File: config.mk
export PLATFORM = sky130hd
export DESIGN_NAME = mem_wb_stage_flat
export DESIGN_NICKNAME = d
export VERILOG_FILES = /design/src/rtl/mem_wb_stage_if.sv /design/src/rtl/mem_wb_stage.sv /design/src/flat_wrapper.sv
export SDC_FILE = /design/constraint.sdc
export NUM_CORES = 1
export LEC_CHECK = 0
export ABC_AREA = 1
export ABC_CLOCK_PERIOD_IN_PS = 1740
export BUFFER_PORTS_ARGS = -buffer_cell sky130_fd_sc_hd__buf_4
export CAP_MARGIN = 15
export CORE_MARGIN = 2
export CORE_UTILIZATION = 47
export CTS_CLUSTER_DIAMETER = 80
export DETAILED_ROUTE_END_ITERATION = 12
export PLACE_DENSITY = 0.86
export RECOVER_POWER = 25
export SLEW_MARGIN = 0
export SYNTH_ARGS = -nofsm -noshare
export SYNTH_HDL_FRONTEND = slang
export SYNTH_SLANG_ARGS = --single-unit
File: constraint.sdc
create_clock -name clk -period 1.74 [get_ports clk]
set_clock_uncertainty 0.15 [all_clocks]
set_input_delay 0.348 -clock clk [delete_from_list [all_inputs] [get_ports clk]]
set_output_delay 0.348 -clock clk [all_outputs]
set_load 0.01 [all_outputs]
File: src/rtl/mem_wb_stage_if.sv
// mem_wb_stage_if: MEM-slot, data-SRAM response and WB-side signals of the MEM-to-WB stage
//   master: drives the MEM slot, SRAM response and wb_allowin; sees stall and the WB registers
//   slave : the stage itself
interface mem_wb_stage_if #(parameter int REG_AW = 5, parameter int MMOP_W = 4);
  logic              mem_valid;
  logic [31:0]       mem_inst;
  logic              mem_inslot;
  logic [MMOP_W-1:0] mem_memop;
  logic [1:0]        mem_addr_lo;
  logic [REG_AW-1:0] mem_waddr;
  logic [31:0]       mem_wdata;
  logic              mem_wren;
  logic              mem_flush;
  logic              dram_data_ok;
  logic [31:0]       dram_rdata;
  logic              wb_allowin;
  logic              mem_stall;
  logic              wb_valid;
  logic [31:0]       wb_inst;
  logic              wb_inslot;
  logic [REG_AW-1:0] wb_waddr;
  logic [31:0]       wb_wdata;
  logic              wb_wren;
  modport master (
    output mem_valid, mem_inst, mem_inslot, mem_memop, mem_addr_lo, mem_waddr, mem_wdata,
           mem_wren, mem_flush, dram_data_ok, dram_rdata, wb_allowin,
    input  mem_stall, wb_valid, wb_inst, wb_inslot, wb_waddr, wb_wdata, wb_wren
  );
  modport slave (
    input  mem_valid, mem_inst, mem_inslot, mem_memop, mem_addr_lo, mem_waddr, mem_wdata,
           mem_wren, mem_flush, dram_data_ok, dram_rdata, wb_allowin,
    output mem_stall, wb_valid, wb_inst, wb_inslot, wb_waddr, wb_wdata, wb_wren
  );
endinterface

File: src/rtl/mem_wb_stage.sv
// mem_wb_stage: MEM-to-WB register with SRAM response wait, load alignment and flush-safe discard
//   ports: clk, rst_n (async active-low), bus (mem_wb_stage_if.slave: MEM slot in, SRAM response in,
//          wb_allowin in, mem_stall out, registered wb_* out)
//   MEM_WB_LWLR_EN: when defined, LWL/LWR are memory ops merging SRAM data with the old rt value
module mem_wb_stage #(
  parameter int REG_AW = 5,
  parameter int MMOP_W = 4
) (
  input logic clk,
  input logic rst_n,
  mem_wb_stage_if.slave bus
);
  localparam logic [MMOP_W-1:0] OP_LB = 1, OP_LBU = 2, OP_LH = 3, OP_LHU = 4, OP_LW = 5;
  localparam logic [MMOP_W-1:0] OP_SW = 8, OP_LWL = 9, OP_LWR = 10;
  typedef enum logic [1:0] {IDLE, WAIT, BUF, DISCARD} state_t;
  state_t state, state_nx;
  logic [31:0] rbuf, ld, res, rt;
  logic [7:0] ld_b;
  logic [15:0] ld_h;
  logic [REG_AW-1:0] waddr_q;
  logic is_mem, ready, accept, live, xfer, ok;
  wire [MMOP_W-1:0] op = bus.mem_memop;
  wire [1:0] a = bus.mem_addr_lo;
`ifdef MEM_WB_LWLR_EN
  assign is_mem = op >= OP_LB && op <= OP_LWR;
`else
  assign is_mem = op >= OP_LB && op <= OP_SW;
`endif
  assign ok = bus.dram_data_ok;
  // the orphaned response of a flushed op must never satisfy a new memory op
  assign ready = !is_mem || (state != DISCARD && (ok || state == BUF));
  assign accept = !bus.wb_valid || bus.wb_allowin;
  assign live = bus.mem_valid && !bus.mem_flush;
  assign xfer = live && ready && accept;
  assign bus.mem_stall = live && !(ready && accept);
  assign ld = state == BUF ? rbuf : bus.dram_rdata;
  assign ld_b = ld[{a, 3'b000} +: 8];
  assign ld_h = a[1] ? ld[31:16] : ld[15:0];
  assign rt = bus.mem_wdata;
  assign bus.wb_waddr = waddr_q;
  always_comb begin
    res = rt;
    case (op)
      OP_LB:   res = {{24{ld_b[7]}}, ld_b};
      OP_LBU:  res = {24'h0, ld_b};
      OP_LH:   res = {{16{ld_h[15]}}, ld_h};
      OP_LHU:  res = {16'h0, ld_h};
      OP_LW:   res = ld;
`ifdef MEM_WB_LWLR_EN
      OP_LWL:  res = a == 2'd0 ? {ld[7:0], rt[23:0]} : a == 2'd1 ? {ld[15:0], rt[15:0]} :
                     a == 2'd2 ? {ld[23:0], rt[7:0]} : ld;
      OP_LWR:  res = a == 2'd0 ? ld : a == 2'd1 ? {rt[31:24], ld[31:8]} :
                     a == 2'd2 ? {rt[31:16], ld[31:16]} : {rt[31:8], ld[31:24]};
`endif
      default: res = rt;
    endcase
  end
  // a same-cycle response that cannot leave is buffered; a flush always beats a response
  always_comb begin
    state_nx = state;
    case (state)
      IDLE:    state_nx = live && is_mem ? (!ok ? WAIT : !accept ? BUF : IDLE) : IDLE;
      WAIT:    state_nx = bus.mem_flush ? (ok ? IDLE : DISCARD) : ok ? (accept ? IDLE : BUF) : WAIT;
      BUF:     state_nx = bus.mem_flush || xfer ? IDLE : BUF;
      DISCARD: state_nx = ok ? IDLE : DISCARD;
      default: state_nx = IDLE;
    endcase
  end
  always_ff @(posedge clk or negedge rst_n) begin
    if (!rst_n) begin
      state <= IDLE;
      rbuf <= '0;
    end else begin
      state <= state_nx;
      if (state_nx == BUF && state != BUF) rbuf <= bus.dram_rdata;
    end
  end
  always_ff @(posedge clk or negedge rst_n) begin
    if (!rst_n) begin
      bus.wb_valid <= 1'b0;
      bus.wb_inst <= '0;
      bus.wb_inslot <= 1'b0;
      waddr_q <= '0;
      bus.wb_wdata <= '0;
      bus.wb_wren <= 1'b0;
    end else if (xfer) begin
      bus.wb_valid <= 1'b1;
      bus.wb_inst <= bus.mem_inst;
      bus.wb_inslot <= bus.mem_inslot;
      waddr_q <= bus.mem_waddr;
      bus.wb_wdata <= res;
      bus.wb_wren <= bus.mem_wren;
    end else if (bus.wb_allowin) begin
      bus.wb_valid <= 1'b0;
    end
  end
endmodule
File: src/flat_wrapper.sv
// flat-port wrapper written by rule: the top's interface ports become plain ports
module mem_wb_stage_flat 
#(
  parameter int REG_AW = 5,
  parameter int MMOP_W = 4
)
  (clk, rst_n, bus_mem_valid, bus_mem_inst, bus_mem_inslot, bus_mem_memop, bus_mem_addr_lo, bus_mem_waddr, bus_mem_wdata, bus_mem_wren, bus_mem_flush, bus_dram_data_ok, bus_dram_rdata, bus_wb_allowin, bus_mem_stall, bus_wb_valid, bus_wb_inst, bus_wb_inslot, bus_wb_waddr, bus_wb_wdata, bus_wb_wren);
  mem_wb_stage_if #(.REG_AW(REG_AW), .MMOP_W(MMOP_W)) bus_i ();
  input logic clk;
  input logic rst_n;
  input wire logic [$bits(bus_i.mem_valid)-1:0] bus_mem_valid;
  input wire logic [$bits(bus_i.mem_inst)-1:0] bus_mem_inst;
  input wire logic [$bits(bus_i.mem_inslot)-1:0] bus_mem_inslot;
  input wire logic [$bits(bus_i.mem_memop)-1:0] bus_mem_memop;
  input wire logic [$bits(bus_i.mem_addr_lo)-1:0] bus_mem_addr_lo;
  input wire logic [$bits(bus_i.mem_waddr)-1:0] bus_mem_waddr;
  input wire logic [$bits(bus_i.mem_wdata)-1:0] bus_mem_wdata;
  input wire logic [$bits(bus_i.mem_wren)-1:0] bus_mem_wren;
  input wire logic [$bits(bus_i.mem_flush)-1:0] bus_mem_flush;
  input wire logic [$bits(bus_i.dram_data_ok)-1:0] bus_dram_data_ok;
  input wire logic [$bits(bus_i.dram_rdata)-1:0] bus_dram_rdata;
  input wire logic [$bits(bus_i.wb_allowin)-1:0] bus_wb_allowin;
  output wire logic [$bits(bus_i.mem_stall)-1:0] bus_mem_stall;
  output wire logic [$bits(bus_i.wb_valid)-1:0] bus_wb_valid;
  output wire logic [$bits(bus_i.wb_inst)-1:0] bus_wb_inst;
  output wire logic [$bits(bus_i.wb_inslot)-1:0] bus_wb_inslot;
  output wire logic [$bits(bus_i.wb_waddr)-1:0] bus_wb_waddr;
  output wire logic [$bits(bus_i.wb_wdata)-1:0] bus_wb_wdata;
  output wire logic [$bits(bus_i.wb_wren)-1:0] bus_wb_wren;
  assign bus_i.mem_valid = bus_mem_valid;
  assign bus_i.mem_inst = bus_mem_inst;
  assign bus_i.mem_inslot = bus_mem_inslot;
  assign bus_i.mem_memop = bus_mem_memop;
  assign bus_i.mem_addr_lo = bus_mem_addr_lo;
  assign bus_i.mem_waddr = bus_mem_waddr;
  assign bus_i.mem_wdata = bus_mem_wdata;
  assign bus_i.mem_wren = bus_mem_wren;
  assign bus_i.mem_flush = bus_mem_flush;
  assign bus_i.dram_data_ok = bus_dram_data_ok;
  assign bus_i.dram_rdata = bus_dram_rdata;
  assign bus_i.wb_allowin = bus_wb_allowin;
  assign bus_mem_stall = bus_i.mem_stall;
  assign bus_wb_valid = bus_i.wb_valid;
  assign bus_wb_inst = bus_i.wb_inst;
  assign bus_wb_inslot = bus_i.wb_inslot;
  assign bus_wb_waddr = bus_i.wb_waddr;
  assign bus_wb_wdata = bus_i.wb_wdata;
  assign bus_wb_wren = bus_i.wb_wren;
  mem_wb_stage #(.REG_AW(REG_AW), .MMOP_W(MMOP_W)) u_core (.clk(clk), .rst_n(rst_n), .bus(bus_i));
endmodule
==> impl_metrics.env, run 1 <==
export IMPL_status="complete, but fails checks"
export IMPL_violations="setup timing"
export IMPL_area_growth_pct=51.1
export IMPL_drive_gt1_share_pct=37.9
export IMPL_yosysWarnings=0
export IMPL_r2r_end="u_core.rbuf[8]"
export IMPL_worst_slew_pin_slew_ns=0.588
export IMPL_diodes=0
export IMPL_syn_cell_area_um2=5840
export IMPL_die_height_um=115
export IMPL_p_leak_nw=4.78
export IMPL_gp_congestion=1.02
export IMPL_path_max_fanout=5
export IMPL_via_count=6343
export IMPL_worst_ir_drop_vdd_mv=0.770
export IMPL_start_util_pct=48.4
export IMPL_io_pins=188
export IMPL_routed_via_density=5.28
export IMPL_drc=0
export IMPL_dr_pass1_iters=5
export IMPL_pwr_share_clk_pct=23.9
export IMPL_critPathCaptureType="output port"
export IMPL_final_setup_tns_ns=-14.98
export IMPL_row_count=40
export IMPL_synth_largest_area_cell="dfrtp_1"
export IMPL_instances_no_fill=1202
export IMPL_clk_pin_slew_ns=0.08
export IMPL_dpl_worst_slack_ns=-0.279
export IMPL_setup_slack_ns=-0.252
export IMPL_p_sw_mw=2.94
export IMPL_htreeDepth=3
export IMPL_dieArea_um2=13300
export IMPL_maxCapViolations=0
export IMPL_synth_flop_cell="dfrtp_1"
export IMPL_syn_avg_cell_area_um2=7.58
export IMPL_cts_buffers=9
export IMPL_critPathKind="register to output port"
export IMPL_cts_tree="done"
export IMPL_seq_power_share_pct=41.3
export IMPL_yosys_area_top_type_share_pct=45.4
export IMPL_ff2ff_setup_slack_ns=-0.20
export IMPL_rsz0062_at_grt="yes"
export IMPL_drv_slew=0
export IMPL_hpwlAfterDp_um=13800
export IMPL_synth_edf_count=0
export IMPL_grt_max_degree=34
export IMPL_power_density_nw_per_um2=993
export IMPL_slew_headroom_pct=60.4
export IMPL_yosys_cell_count_top_type="nand2_1"
export IMPL_layout_nets=1144
export IMPL_grt_pass1_vias=5912
export IMPL_drtIter0Drc=750
export IMPL_grt_remaining_overflow=0
export IMPL_dp_cells=1160
export IMPL_antenna_found_initial=0
export IMPL_hp_class="primary input to register"
export IMPL_cp_required_ns=1.24
export IMPL_dieWidth_um=115
export IMPL_drt_wl_total_um=20300
export IMPL_syn_instance_count=771
export IMPL_max_freq_mhz=502
export IMPL_root_buffer="clkbuf_16"
export IMPL_yosysUniqueCellTypes=29
export IMPL_core_area_um2=12100
export IMPL_clk_latency_ns=0.36
export IMPL_power_share_switching_pct=33.5
export IMPL_grt_usage_pct=29.1
export IMPL_period_share_pct=115
export IMPL_final_core_util_pct=73.2
export IMPL_setup_viol=104
export IMPL_ys_seq_area_share_pct=45.4
export IMPL_holdWs_ns=0.0613
export IMPL_p_int_mw=5.83
export IMPL_ctsLongestPathBuffers=2
export IMPL_finalHoldViolCount=0
export IMPL_synthArstFlopShare_pct=100
export IMPL_synth_fp_nets=886
export IMPL_r2r_start="u_core.bus.wb_valid"
export IMPL_finalCriticalPeriod_ns=1.99
export IMPL_hold_depth=2
export IMPL_clkSinkCount=106
export IMPL_grt_pass1_wl_um=29800
export IMPL_comb_power_share_pct=34.8
export IMPL_wl_per_cell_um=16.9
export IMPL_min_from="bus_mem_inst[20]"
export IMPL_r2r_cells=8
export IMPL_synth_commonest_cells="nand2_1, dfrtp_1, inv_1, nand3_1"
export IMPL_antenna_left=0
export IMPL_crit_arrival_ns=1.49
export IMPL_ys_ff_latch=106
export IMPL_synthTopCellsByArea="dfrtp_1, nand2_1, nand3_1"
export IMPL_min_to="u_core.bus.wb_inst[20]"
export IMPL_critPathLaunchType="register"
export IMPL_portBuffers=187
==> per-layer routing <==
layer  track usage (%)  wire, µm  vias to the layer above
met5                 0         0                        -
met4              10.3       797                        0
met3              7.90      1760                       69
met2              49.6     10200                      358
met1              35.6      7570                     2953
li1                  -         -                     2963
==> registers in the layout (all words and copies together), names as in the netlist <==
signal	cells
u_core.bus.wb_inst	32
u_core.bus.wb_wdata	32
u_core.rbuf	32
u_core.bus.wb_waddr	5
u_core.state	2
u_core.bus.wb_inslot	1
u_core.bus.wb_valid	1
u_core.bus.wb_wren	1
==> layout by cell type, fill, tap and decap left out, types with 3 or more instances in the layout <==
| cell type | n |
|---|---|
| inv_2 | 3 |
| o211ai_1 | 8 |
| dfrtp_1 | 105 |
| buf_12 | 13 |
| o21bai_1 | 6 |
| mux2_2 | 39 |
| o21ai_2 | 4 |
| buf_16 | 4 |
| nand2_2 | 6 |
| buf_6 | 12 |
| inv_1 | 102 |
| a21oi_1 | 11 |
| clkinvlp_4 | 3 |
| nand2_4 | 6 |
| nor2_1 | 12 |
| buf_4 | 246 |
| clkbuf_16 | 12 |
| nand3_1 | 86 |
| o21ai_1 | 5 |
| nand2_1 | 270 |
| a21oi_2 | 18 |
| nand3_2 | 4 |
| nor2_2 | 5 |
| o21ai_0 | 32 |
==> worst max-delay path by stage <==
stage / startpoint / end / depth (start not counted)
after detailed placement: u_core.state[1] / u_core.bus.wb_wdata[2] / 10
final: u_core.bus.wb_valid / bus_mem_stall / 4
after CTS: u_core.state[0] / bus_mem_stall / 7
after floorplan: u_core.state[1] / u_core.bus.wb_wdata[10] / 8
after global placement: u_core.state[1] / u_core.bus.wb_wdata[2] / 10
after global routing: u_core.state[0] / u_core.bus.wb_wdata[4] / 11
==> stage by stage <==
step | area, µm² | total power, mW
6_report | 8830 | 8.77
5_1_grt | 8830 | 9.23
4_1_cts | 8650 | 8.63
3_5_place_dp | 8000 | 6.42
3_3_place_gp | 8000 | 6.29
2_1_floorplan | 5840 | 4.92
==> critical path: stages (launching register included) <==
cell and delay (ns):
dfrtp_1 0.39, nand2_1 0.24, buf_4 0.23, a21oi_2 0.13, buf_4 0.14
==> timing repair <==
action	in CTS	in global routing
endpoints found under the setup margin	105	105
setup buffers	9	7
endpoints found under the hold margin	20	0
hold buffers	1	0
resized for setup	44	28
pin swaps	9	2
cloned	5	5
==> layout make-up <==
type                            count  area, µm²
Timing Repair Buffer              283       2470
Sequential cell                   106       2650
Clock buffer                        9        225
Inverter                          105        394
Clock inverter                      7       78.8
Fill cell                         855       3230
Tap cell                          168        210
Multi-Input combinational cell    524       2790
==> power groups by stage <==
stage	logic (mW)	registers [mW]	clock network, mW
final	3.05	3.62	2.10
after global routing	3.32	3.69	2.22
after CTS	2.92	3.60	2.11
after detailed placement	2.78	3.64	0
after global placement	2.71	3.58	0
after floorplan	1.17	3.75	0
==> logic make-up (layout without fill, tap and decap cells) <==
kind of cell | count (synthesis) | in the layout | share of synthesized area [%]
flip-flops | 106 | 106 | 45.4
multiplexers | 39 | 39 | 7.52
AND/OR/NAND/NOR | 398 | 400 | 28.8
AO/OA/AOI/OAI | 85 | 85 | 8.07
buffers and inverters | 143 | 404 | 10.2
(Power assumes the default switching activity.)
==> inputs of run 2 (changes only) <==
--- a/config.mk
+++ b/config.mk
@@ -10,11 +10,12 @@
 export BUFFER_PORTS_ARGS = -buffer_cell sky130_fd_sc_hd__buf_4
 export CAP_MARGIN = 15
 export CORE_MARGIN = 2
-export CORE_UTILIZATION = 47
+export CORE_UTILIZATION = 30
 export CTS_CLUSTER_DIAMETER = 80
 export DETAILED_ROUTE_END_ITERATION = 12
-export PLACE_DENSITY = 0.86
+export PLACE_DENSITY = 0.62
 export RECOVER_POWER = 25
+export SETUP_SLACK_MARGIN = 0.1
 export SLEW_MARGIN = 0
 export SYNTH_ARGS = -nofsm -noshare
 export SYNTH_HDL_FRONTEND = slang
==> run 2 against run 1 <==
Net effect: hold slack got worse by 0.0079 ns; first-iteration DRC count decreased by 41%; the flow still finishes with violations (setup timing); non-clock buffer count increased by 12; combinational power increased by 16%; fmax increased by 0.76%; clock power increased by 6%; via count decreased by 3.6%; die area increased by 54%; flip-flop and latch count unchanged; count of clock-buffer cells in the layout increased by 1; critical path type is now register to register; global-route usage decreased by 9.3 points.
==> impl_metrics.env, run 2 (synthesized netlist as in run 1, its figures left out) <==
export IMPL_dr_pass1_iters=6
export IMPL_cts_buffers=9
export IMPL_clk_pin_slew_ns=0.08
export IMPL_status="complete, but fails checks"
export IMPL_setup_viol=106
export IMPL_r2r_end="u_core.bus.wb_wdata[28]"
export IMPL_critPathLaunchType="register"
export IMPL_grt_max_degree=34
export IMPL_grt_usage_pct=19.8
export IMPL_area_growth_pct=69.5
export IMPL_final_setup_tns_ns=-17.37
export IMPL_finalHoldViolCount=0
export IMPL_drtIter0Drc=445
export IMPL_io_pins=188
export IMPL_critPathKind="register to register"
export IMPL_core_area_um2=19300
export IMPL_start_util_pct=30.3
export IMPL_slowest_delay_ns=0.43
export IMPL_final_common_cell="buf_4"
export IMPL_dieWidth_um=144
export IMPL_reg_largest_list="u_core.bus.wb_inst: 32 flops, u_core.bus.wb_wdata: 32 flops, u_core.rbuf: 32 flops"
export IMPL_fill_cells=1832
export IMPL_min_to="u_core.bus.wb_inst[31]"
export IMPL_layout_nets=1157
export IMPL_violations="setup timing"
export IMPL_r2r_cells=11
export IMPL_hp_class="primary input to register"
export IMPL_crit_arrival_ns=2.13
export IMPL_routed_via_density=4.66
export IMPL_slew_headroom_pct=55.9
export IMPL_antenna_left=0
export IMPL_seq_power_share_pct=39.3
export IMPL_drc=0
export IMPL_portBuffers=187
export IMPL_critPathCaptureType="register"
export IMPL_diodes=0
export IMPL_rsz0062_at_grt="yes"
export IMPL_total_power_mw=9.48
export IMPL_r2r_start="u_core.state[0]"
export IMPL_worst_ir_drop_vdd_mv=0.433
export IMPL_hpwlAfterDp_um=13900
export IMPL_max_freq_mhz=506
export IMPL_p_leak_nw=5.22
export IMPL_row_count=51
export IMPL_cp_required_ns=1.89
export IMPL_htreeDepth=3
export IMPL_clk_latency_ns=0.37
export IMPL_antenna_found_initial=0
export IMPL_period_share_pct=114
export IMPL_p_int_mw=6.26
export IMPL_ff2ff_setup_slack_ns=-0.24
export IMPL_power_density_nw_per_um2=958
export IMPL_cts_tree="done"
export IMPL_finalCriticalPeriod_ns=1.98
export IMPL_via_count=6112
export IMPL_gp_congestion=0.863
export IMPL_cp_cell_sequence="buf_6 -> nor2_4 -> nand2_2 -> nand2_4 -> nor2_4 -> o21ai_4 -> nand3b_4 -> clkbuf_16 -> nand3_2 -> nand2_1 -> inv_1"
export IMPL_p_sw_mw=3.22
export IMPL_grt_pass1_vias=5897
export IMPL_crit_top_cell="nor2_4"
export IMPL_power_share_switching_pct=34.0
export IMPL_die_height_um=144
export IMPL_grt_pass1_wl_um=31600
export IMPL_layout_common_cells="buf_4, nand2_1, dfrtp_1, inv_1, nand2_2"
export IMPL_ctsLongestPathBuffers=2
export IMPL_worst_slew_pin_slew_ns=0.662
export IMPL_crit_path_top_delay_cell="dfrtp_2"
export IMPL_path_max_fanout=6
export IMPL_min_from="bus_mem_inst[31]"
export IMPL_setup_slack_ns=-0.237
export IMPL_drv_slew=0
export IMPL_dieArea_um2=20600
export IMPL_grt_remaining_overflow=0
export IMPL_pwr_share_clk_pct=23.5
export IMPL_root_buffer="clkbuf_16"
export IMPL_comb_power_share_pct=37.2
export IMPL_maxCapViolations=0
export IMPL_drive_gt1_share_pct=49.7
export IMPL_hold_depth=2
export IMPL_clkSinkCount=106
export IMPL_wl_per_cell_um=16.2
export IMPL_drt_wl_total_um=21300
## run 2: cell count changes in the layout (fill, tap and decap cells not counted), moves of 4 or more
cell,change
mux2_4,+39
a21oi_1,-5
nand2_4,+10
nand2_2,+70
clkbuf_16,+4
nand2_1,-80
nand3_2,+20
o21ai_1,+11
mux2_2,-39
o21ai_0,-13
buf_12,+5
a21oi_4,+8
nand3_1,-22
## run 2: worst max path at each step
stage / start / to / slack, ns / depth (start not counted)
floorplan: u_core.state[1] / u_core.bus.wb_wdata[11] / 0.10 / 11
global placement: bus_mem_memop[3] / u_core.bus.wb_wdata[0] / -0.16 / 8
detailed placement: bus_mem_memop[1] / u_core.bus.wb_wdata[4] / -0.19 / 9
CTS: u_core.state[1] / bus_mem_stall / -0.20 / 5
global route: u_core.state[0] / u_core.bus.wb_wdata[17] / -0.34 / 11
finish: u_core.state[0] / u_core.bus.wb_wdata[28] / -0.24 / 11
## run 2: final cells by class
class	count	area, µm²	area share, %
Clock buffer	10	239	2.41
Multi-Input combinational cell	525	3460	34.9
Timing Repair Buffer	295	2740	27.7
Inverter	105	397	4.01
Sequential cell	106	2660	26.8
Tap cell	265	332	3.35
Clock inverter	6	81.3	0.821
## run 2: repair_timing
item | in CTS | in global routing
setup buffers | 18 | 2
gates resized for setup | 106 | 153
pin swaps | 30 | 30
hold buffers | 1 | 0
cloned | 13 | 8
endpoints found under the setup margin | 106 | 106
endpoints found under the hold margin | 20 | 0
## run 2: metal layers
| metal | track usage [%] | up-vias | part of all wire (%) |
|---|---|---|---|
| li1 | - | 2983 | - |
| met2 | 31.3 | 184 | 48 |
| met4 | 8.00 | 0 | 2.6 |
| met1 | 27.6 | 2912 | 45 |
| met5 | 0 | - | 0 |
| met3 | 2.60 | 33 | 4.3 |
## run 2: worst max-delay path: cells and delay by family, from the launching register on
kind,cells,cell delay (ns)
AND/OR/NAND/NOR,7,0.74
flip-flops,1,0.43
buffers and inverters,3,0.38
AO/OA/AOI/OAI,1,0.19
## run 2: power groups by stage
| stage | Clock (mW) | Combinational [mW] | Sequential [mW] |
|---|---|---|---|
| finish | 2.22 | 3.53 | 3.73 |
| global route | 2.35 | 3.86 | 3.83 |
| CTS | 2.27 | 3.19 | 3.61 |
| detailed placement | 0 | 2.76 | 3.64 |
| global placement | 0 | 2.72 | 3.61 |
| floorplan | 0 | 1.18 | 3.75 |
## run 2: metrics by stage
step | hold slack (ns) | instance area [µm²] | setup WS, ns | util, % | cells
global route | 0.0492 | 9900 | -0.337 | 51.4 | 1312
CTS | 0.0429 | 9290 | -0.197 | 48.2 | 1306
finish | 0.0534 | 9900 | -0.237 | 51.4 | 1312
detailed placement | 0.143 | 8120 | -0.193 | 42.1 | 1258
floorplan | -0.0976 | 5900 | 0.103 | - | 771
global placement | 0.144 | 8120 | -0.159 | 42.1 | 1258
